### config.mk
export PLATFORM = sky130hd
export DESIGN_NAME = move_requester
export DESIGN_NICKNAME = d
export VERILOG_FILES = /design/src/rtl/move_requester.sv
export SDC_FILE = /design/constraint.sdc
export NUM_CORES = 1
export LEC_CHECK = 0
export BUFFER_PORTS_ARGS = -buffer_cell sky130_fd_sc_hd__buf_4
export CAP_MARGIN = 20
export CORE_AREA = 5 5 109 111
export DETAILED_ROUTE_END_ITERATION = 6
export DIE_AREA = 0 0 114 116
export PLACE_DENSITY = 0.75
export SLEW_MARGIN = 20
export SYNTH_ARGS = -nofsm -noshare
export SYNTH_HDL_FRONTEND = slang
export SYNTH_SLANG_ARGS = --single-unit
### constraint.sdc
create_clock -name clk -period 7.8 [get_ports clk]
set_input_delay 1.56 -clock clk [delete_from_list [all_inputs] [get_ports clk]]
set_output_delay 1.56 -clock clk [all_outputs]
set_load 0.02 [all_outputs]
### src/rtl/move_requester.sv
// move_requester: turns a source and a destination cursor select into one request to the
// move validator, then reports commit/reject. Define MOVE_REQ_TIMEOUT_EN to build the WAIT timeout.
module move_requester #(
    parameter int TIMEOUT_CYCLES = 16
) (
    input  logic                   clk,
    input  logic                   reset,
    input  logic                   sel_valid,
    input  logic [2:0]             sel_x,
    input  logic [2:0]             sel_y,
    input  logic [7:0][7:0][3:0]   board_in,
    output logic [2:0]             old_x,
    output logic [2:0]             old_y,
    output logic [2:0]             new_x,
    output logic [2:0]             new_y,
    output logic [3:0]             piece_type,
    output logic                   valid_input,
    input  logic                   valid_move,
    input  logic                   valid_output,
    output logic                   commit,
    output logic                   reject,
    output logic                   busy,
    output logic                   src_selected,
    output logic                   side_to_move
);

    typedef enum logic [1:0] {
        S_IDLE,
        S_SRC_HELD,
        S_REQ,
        S_WAIT
    } state_t;

    state_t state;
    state_t state_next;

    logic [3:0] sel_piece;
    logic       sel_own;
    logic       sel_same;
    logic       verdict;
    logic       timeout_hit;

    assign sel_piece = board_in[sel_y][sel_x];
    assign sel_same  = (sel_x == old_x) && (sel_y == old_y);
    assign verdict   = (state == S_WAIT) && valid_output;

    // A square is selectable as a source only if it holds a piece of the side to move.
    always_comb begin
        if (side_to_move)
            sel_own = (sel_piece >= 4'd6) && (sel_piece <= 4'd11);
        else
            sel_own = (sel_piece <= 4'd5);
    end

`ifdef MOVE_REQ_TIMEOUT_EN
    localparam int            CW        = $clog2(TIMEOUT_CYCLES + 1);
    localparam logic [CW-1:0] COUNT_MAX = CW'(TIMEOUT_CYCLES);
    localparam logic [CW-1:0] COUNT_END = CW'(TIMEOUT_CYCLES - 1);

    logic [CW-1:0] wait_count;

    always_ff @(posedge clk) begin
        if (reset)
            wait_count <= '0;
        else if (state_next == S_REQ)
            wait_count <= '0;
        else if ((state == S_WAIT) && (wait_count != COUNT_MAX))
            wait_count <= wait_count + 1'b1;
    end

    // The last WAIT cycle without a verdict aborts; a verdict in that same cycle wins.
    assign timeout_hit = (state == S_WAIT) && !valid_output && (wait_count == COUNT_END);
`else
    assign timeout_hit = 1'b0;
`endif

    always_ff @(posedge clk) begin
        if (reset)
            state <= S_IDLE;
        else
            state <= state_next;
    end

    always_comb begin
        state_next = state;
        case (state)
            S_IDLE: begin
                if (sel_valid && sel_own)
                    state_next = S_SRC_HELD;
            end
            S_SRC_HELD: begin
                if (sel_valid) begin
                    if (sel_same)
                        state_next = S_IDLE;
                    else if (!sel_own)
                        state_next = S_REQ;
                end
            end
            S_REQ: begin
                state_next = S_WAIT;
            end
            S_WAIT: begin
                if (verdict || timeout_hit)
                    state_next = S_IDLE;
            end
            default: begin
                state_next = S_IDLE;
            end
        endcase
    end

    always_comb begin
        valid_input  = (state == S_REQ);
        busy         = (state == S_REQ) || (state == S_WAIT);
        src_selected = (state == S_SRC_HELD);
    end

    // Request coordinates only move on a latch, so they stay put from REQ through the verdict.
    always_ff @(posedge clk) begin
        if (reset) begin
            old_x      <= 3'd0;
            old_y      <= 3'd0;
            new_x      <= 3'd0;
            new_y      <= 3'd0;
            piece_type <= 4'd15;
        end else if (sel_valid && sel_own &&
                     ((state == S_IDLE) || ((state == S_SRC_HELD) && !sel_same))) begin
            old_x      <= sel_x;
            old_y      <= sel_y;
            piece_type <= sel_piece;
        end else if (sel_valid && (state == S_SRC_HELD) && !sel_same) begin
            new_x <= sel_x;
            new_y <= sel_y;
        end
    end

    always_ff @(posedge clk) begin
        if (reset) begin
            commit       <= 1'b0;
            reject       <= 1'b0;
            side_to_move <= 1'b0;
        end else begin
            commit <= verdict && valid_move;
            reject <= (verdict && !valid_move) || timeout_hit;
            if (verdict && valid_move)
                side_to_move <= ~side_to_move;
        end
    end

endmodule

---- Word level (Yosys, flattened, before mapping) ----
Cells that the tools add are included.
operators by class
  $lt $le $gt $ge ......................... 5
  bitwise logic cells ..................... 2
  equality and inequality tests ........... 9
  multiplexer cells ....................... 11
  reductions and logical operators ........ 17
operator list
  cell                  number
  $bmux W32 S3          1
  $mux W32              1
  $bmux W4 S3           1
  $logic_and A1 B1 Y1   10
  $mux W2               5
  $lt A3 B4 Y1 const B  2
  $pmux W2 S4           1
  $eq A3 B3 Y1          2
  $ne A2 B2 Y1 const B  3
  $eq A2 B2 Y1 const B  2
  $ge A4 B3 Y1 const B  1
  $le A4 B3 Y1 const B  1
  $le A4 B4 Y1 const B  1
  $mux W4               1
  $reduce_and A4 Y1     1
  $ne A3 B2 Y1 const B  1
  $eq A2 B1 Y1 const B  1
  $logic_not A1 Y1      2
  $logic_not A2 Y1      1
  $logic_or A1 B1 Y1    2
  $not A1 Y1            2
  $reduce_and A2 Y1     1
  $mux W1               1
word-level totals
  bits of input ports ..................... 267
  word-level logic and storage cells ...... 53
  register bits ........................... 21

---- Longest topological paths before layout ----
  depth in word-level cells ............... 11
  mapped depth ............................ 14

---- Worst setup path after synthesis ----
OpenSTA, ideal clock, no wires.
  path type ............................... input -> register
  start ................................... in sel_y[0]
  end ..................................... reg piece_type[0]
  slack ................................... 3.460 ns
  stages on the path ...................... 10
  path buffers ............................ 5
  library setup time ...................... 0.119 ns
  data arrival time ....................... 4.221 ns
  required time ........................... 7.681 ns
  cells stage by stage .................... buf_6 buf_12 buf_4 buf_2 buf_2 mux4_2 mux4_2 mux4_2 nor2_1 mux2i_1
between the ends
  longest elaborated chain between the ends .. 9
RTL lines
  element                                              line  source
  from (decl)                                          10    input logic [2:0] sel_y,
  $bmux W32 S3                                         43    assign sel_piece = board_in[sel_y][sel_x];
  $mux W32 (implied by the code)                       43
  $bmux W4 S3                                          43
  $mux W4 (implied by the code)                        43
  $ge A4 B3 Y1 / $le A4 B4 Y1 (equally long branches)  50    sel_own = (sel_piece >= 4'd6) && (sel_piece <= 4'd11);
  $logic_and A1 B1 Y1                                  50
  $mux W1                                              49    if (side_to_move)
  $logic_and A1 B1 Y1 (2 in series)                    126   end else if (sel_valid && sel_own &&
  to (signal assigned)                                 130   piece_type <= sel_piece;
  to (decl)                                            16    output logic [3:0] piece_type,
Parallel ways exist; a longest one is shown, timed or not. The select of a mux whose other input is x is not followed.
A chain may end at the register's enable or synchronous reset.

---- Worst setup path in the final report ----
  start ................................... in sel_y[0]
  end ..................................... reg piece_type[1]
The elaborated chain is that of the path after synthesis.

==> reports/qor.tcl <==
set qor(outcome) {complete, no violations}
set qor(path_max_fanout) 62
set qor(drt_first_pass_iters) 4
set qor(maxCapViolCount) 0
set qor(post_cts_resize_count) 0
set qor(clock-skew-final_ns) 0.000893
set qor(post-synth-top-area-fraction_pct) 34.6
set qor(asyncSetResetFlopFracSynth_pct) 0
set qor(critical_path_cell_by_cell) {buf_6 -> mux4_1 -> mux2_2 -> nor3b_1 -> o41a_1 -> nor3_1 -> or3_1 -> a21o_1 -> a211o_1}
set qor(synth_fp_nets) 534
set qor(timing.critical_path.from_type) {input port}
set qor(synth_seq_area_share_pct) 12.9
set qor(routed_wire_length_per_instance_um) 21.7
set qor(antenna_cells) 0
set qor(int_pwr_mw) 0.329
set qor(ys.warnings.count) 0
set qor(post_route_cells_drive_above_1_share_pct) 65.7
set qor(drv_slew) 0
set qor(setup-tns-final_ns) 0
set qor(cts-root-buf) {sky130_fd_sc_hd__clkbuf_8}
set qor(total_power_mw) 0.471
set qor(clockPowerShare_pct) 14.8
set qor(worst_setup_path_end_kind) {flop}
set qor(timing.critical_path.arrival_ns) 4.64
set qor(port_buffers) 288
set qor(post-synth-top-count-cell) {sky130_fd_sc_hd__mux4_2}
set qor(p_leak_nw) 2.51
set qor(syn_to_final_growth_pct) 66.2
set qor(synth.area.top_cells) {sky130_fd_sc_hd__mux4_2, sky130_fd_sc_hd__mux4_1, sky130_fd_sc_hd__dfxtp_1}
set qor(worstHoldEndpoint) {new_y[1]}
set qor(synth_compound_gate_area_share_pct) 7.92
set qor(timing.final.hold_violations) 0
set qor(regToRegStartpoint) {old_x[2]}
set qor(initial_utilization_pct) 30.4
set qor(switchingPower_mw) 0.143
set qor(share_seq_of_total_power_pct) 25.9
set qor(synth.distinct_cells) 48
set qor(timing.final.crit_share_pct) 57.6
set qor(synth_xor_area_share_pct) 1.88
set qor(floorplan.core_area_um2) 10700
set qor(layout.filler_cells) 966
set qor(grt_pass1_wl_um) 21700
set qor(whs_path_depth) 2
set qor(setup-violations-final) 0
set qor(proportion_of_synthesized_area_in_mux_cells_pct) 58.0
set qor(finalWeightedCongestion) 0.929
set qor(die-width_um) 114
set qor(overall_track_demand_over_capacity_in_global_routing_pct) 21.1
set qor(area_of_the_multi_input_gates_um2) 2580
set qor(grt_antenna_before_repair) 0
set qor(comb_power_share_pct) 59.2
set qor(cp_top_delay_family) {multiplexers}
set qor(design.die.area_um2) 13200
set qor(ir_worst_vdd_mv) 0.0572
set qor(die-height_um) 116
set qor(p_per_area_nw_per_um2) 87.1
set qor(layout.nets) 795
set qor(cts-htree-levels) 1
set qor(cts_num_sinks) 21
set qor(basic_gate_share_of_the_synthesized_area_counting_and_or_nand_and_nor_cells_pct) 11.6
set qor(critical_path_cell_count) 9
set qor(critical_path_buf_inv_count) 1
set qor(holdCritStartpoint) {new_y[1]}
set qor(grt-ovfl-total) 0
set qor(io_pins) 289
set qor(max_freq_ghz) 0.223
set qor(post-cts-setup-buffers) 0
set qor(antenna_left) 0
set qor(clkTransAtPathRegs_ns) 0.07
set qor(post_cts_hold_buffer_count) 0
set qor(rr_endpoint) {piece_type[3]}
set qor(max_slew.worst_pin.slew_ns) 0.792
set qor(clock_tree_from_tritoncts) {done}
set qor(cts_inserted_buffers) 3
set qor(required_ns) 7.95
set qor(rsz0062_at_grt) {false}
set qor(avgSynthCellArea_um2) 12.2
set qor(avgViaCountPerCell) 5.43
set qor(detailed_place_hpwl_um) 12600
set qor(timing.reg2reg.setup_slack_ns) 5.57
set qor(wirelength_um) 14500
set qor(most_numerous_cell_types_in_the_synthesized_netlist) {sky130_fd_sc_hd__mux4_2, sky130_fd_sc_hd__mux2i_1, sky130_fd_sc_hd__nand2_1, sky130_fd_sc_hd__dfxtp_1, sky130_fd_sc_hd__mux4_1}
set qor(criticalPathCategory) {in2reg}
set qor(post-synth-top-area-cell) {sky130_fd_sc_hd__mux4_2}
set qor(vias_in_the_first_global_route) 4095
set qor(synth_edf_count) 0
set qor(overall_via_count_from_detail_route) 3621
set qor(pin_count_of_the_biggest_net_entering_global_routing) 63
set qor(cpPeakStageDelay_ns) 0.63
set qor(timing.slew.headroom_pct) 47.2
set qor(synth_top_family_by_area) {multiplexers}
set qor(drc_errors) 0
set qor(timing.reg2reg.worst_path_depth) 6
set qor(worstSkewPairLatency_ns) 0.25
set qor(syn-cell-area_um2) 3250
set qor(crit_path_top_delay_cell) {sky130_fd_sc_hd__mux4_1}
set qor(ys_seq_elements) 21
set qor(seqCellArea_um2) 420
set qor(netSwitchingFraction_pct) 30.3
set qor(row_count) 38
set qor(synthesis.instances) 267
set qor(yosys_most_used_dff) {sky130_fd_sc_hd__dfxtp_1}
set qor(dr.first_iter.drc_count) 226
set qor(ctsLongestPathBuffers) 2
set qor(min_path_type) {reg2reg}
set qor(adder_and_majority_cell_fraction_of_the_synthesized_area_pct) 0
set qor(finalWorstPathRequiredPeriod_ns) 4.49
## through the flow
step	setup slack, ns	instance area (um2)	cells	utilization (%)	hold slack (ns)
6_report	3.31	5410	667	50.6	0.464
3_3_place_gp	2.77	5360	663	50.1	0.452
3_5_place_dp	2.71	5360	663	50.1	0.455
5_1_grt	3.09	5410	667	50.6	0.479
2_1_floorplan	3.46	3250	267	-	0.505
4_1_cts	2.99	5410	667	50.5	0.465
## final cells by class
class                   instances  area share [%]
inverters                       5           0.347
flip-flops and latches         21            7.77
well taps                     140            3.24
multi-input cells             209            47.8
repair buffers                288            40.0
clock buffers                   4           0.833
## worst reg2reg max path, stage by stage (launching register included)
cell,delay (ns)
sky130_fd_sc_hd__dfxtp_1,0.41
sky130_fd_sc_hd__xnor2_1,0.14
sky130_fd_sc_hd__nand4_1,0.11
sky130_fd_sc_hd__o31a_1,0.33
sky130_fd_sc_hd__o21ai_0,0.56
sky130_fd_sc_hd__o22ai_1,0.19
sky130_fd_sc_hd__a221o_1,0.38
## metal layers
layer | track usage (%) | routed length [um] | vias to the layer above
met4 | 4.04 | 262 | 0
met2 | 40.1 | 7930 | 179
met1 | 25.5 | 5420 | 1768
li1 | - | - | 1652
met5 | 0 | 0 | -
met3 | 3.08 | 874 | 22
## logic make-up after synthesis
group	Yosys count
compound gates	33
xor+xnor	7
flops	21
mux	95
buf+inv	37
simple gates	74
## worst max path at each step
stage               startpoint            end
finish                sel_y[0]  piece_type[1]
detailed placement    sel_y[0]  piece_type[1]
global placement      sel_y[0]  piece_type[1]
CTS                   sel_y[0]  piece_type[1]
global route          sel_y[0]  piece_type[1]
floorplan             sel_y[0]  piece_type[0]
## state kept, by name, summed over array words and instances (netlist names), named ones only
name,count
commit,1
new_x,3
new_y,3
old_x,3
old_y,3
piece_type,4
reject,1
side_to_move,1
state,1
## power groups by stage
stage	Sequential [mW]	Combinational (mW)	Clock, mW
final	0.122	0.279	0.0698
after global routing	0.123	0.300	0.0761
after CTS	0.122	0.281	0.0719
after detailed placement	0.124	0.281	0
after global placement	0.124	0.275	0
after floorplan	0.131	0.143	0
## cell usage in the layout, fill, tap and decap left out, types with 3 or more instances in the layout
master                     count
sky130_fd_sc_hd__dfxtp_1      21
sky130_fd_sc_hd__mux2i_1      25
sky130_fd_sc_hd__mux4_2       50
sky130_fd_sc_hd__a22oi_1       9
sky130_fd_sc_hd__buf_4       287
sky130_fd_sc_hd__nor3b_1       5
sky130_fd_sc_hd__clkbuf_8      3
sky130_fd_sc_hd__o22ai_1       3
sky130_fd_sc_hd__and3b_1       3
sky130_fd_sc_hd__mux4_1       19
sky130_fd_sc_hd__nand2_1      24
sky130_fd_sc_hd__and3_1        3
sky130_fd_sc_hd__nor3_1        3
sky130_fd_sc_hd__nand3_1       8
sky130_fd_sc_hd__nand4_1       5
sky130_fd_sc_hd__xnor2_1       5
sky130_fd_sc_hd__inv_1         5
sky130_fd_sc_hd__a21oi_1       3
sky130_fd_sc_hd__nor2_1       12
No activity file was read; power rests on OpenSTA's default activity.
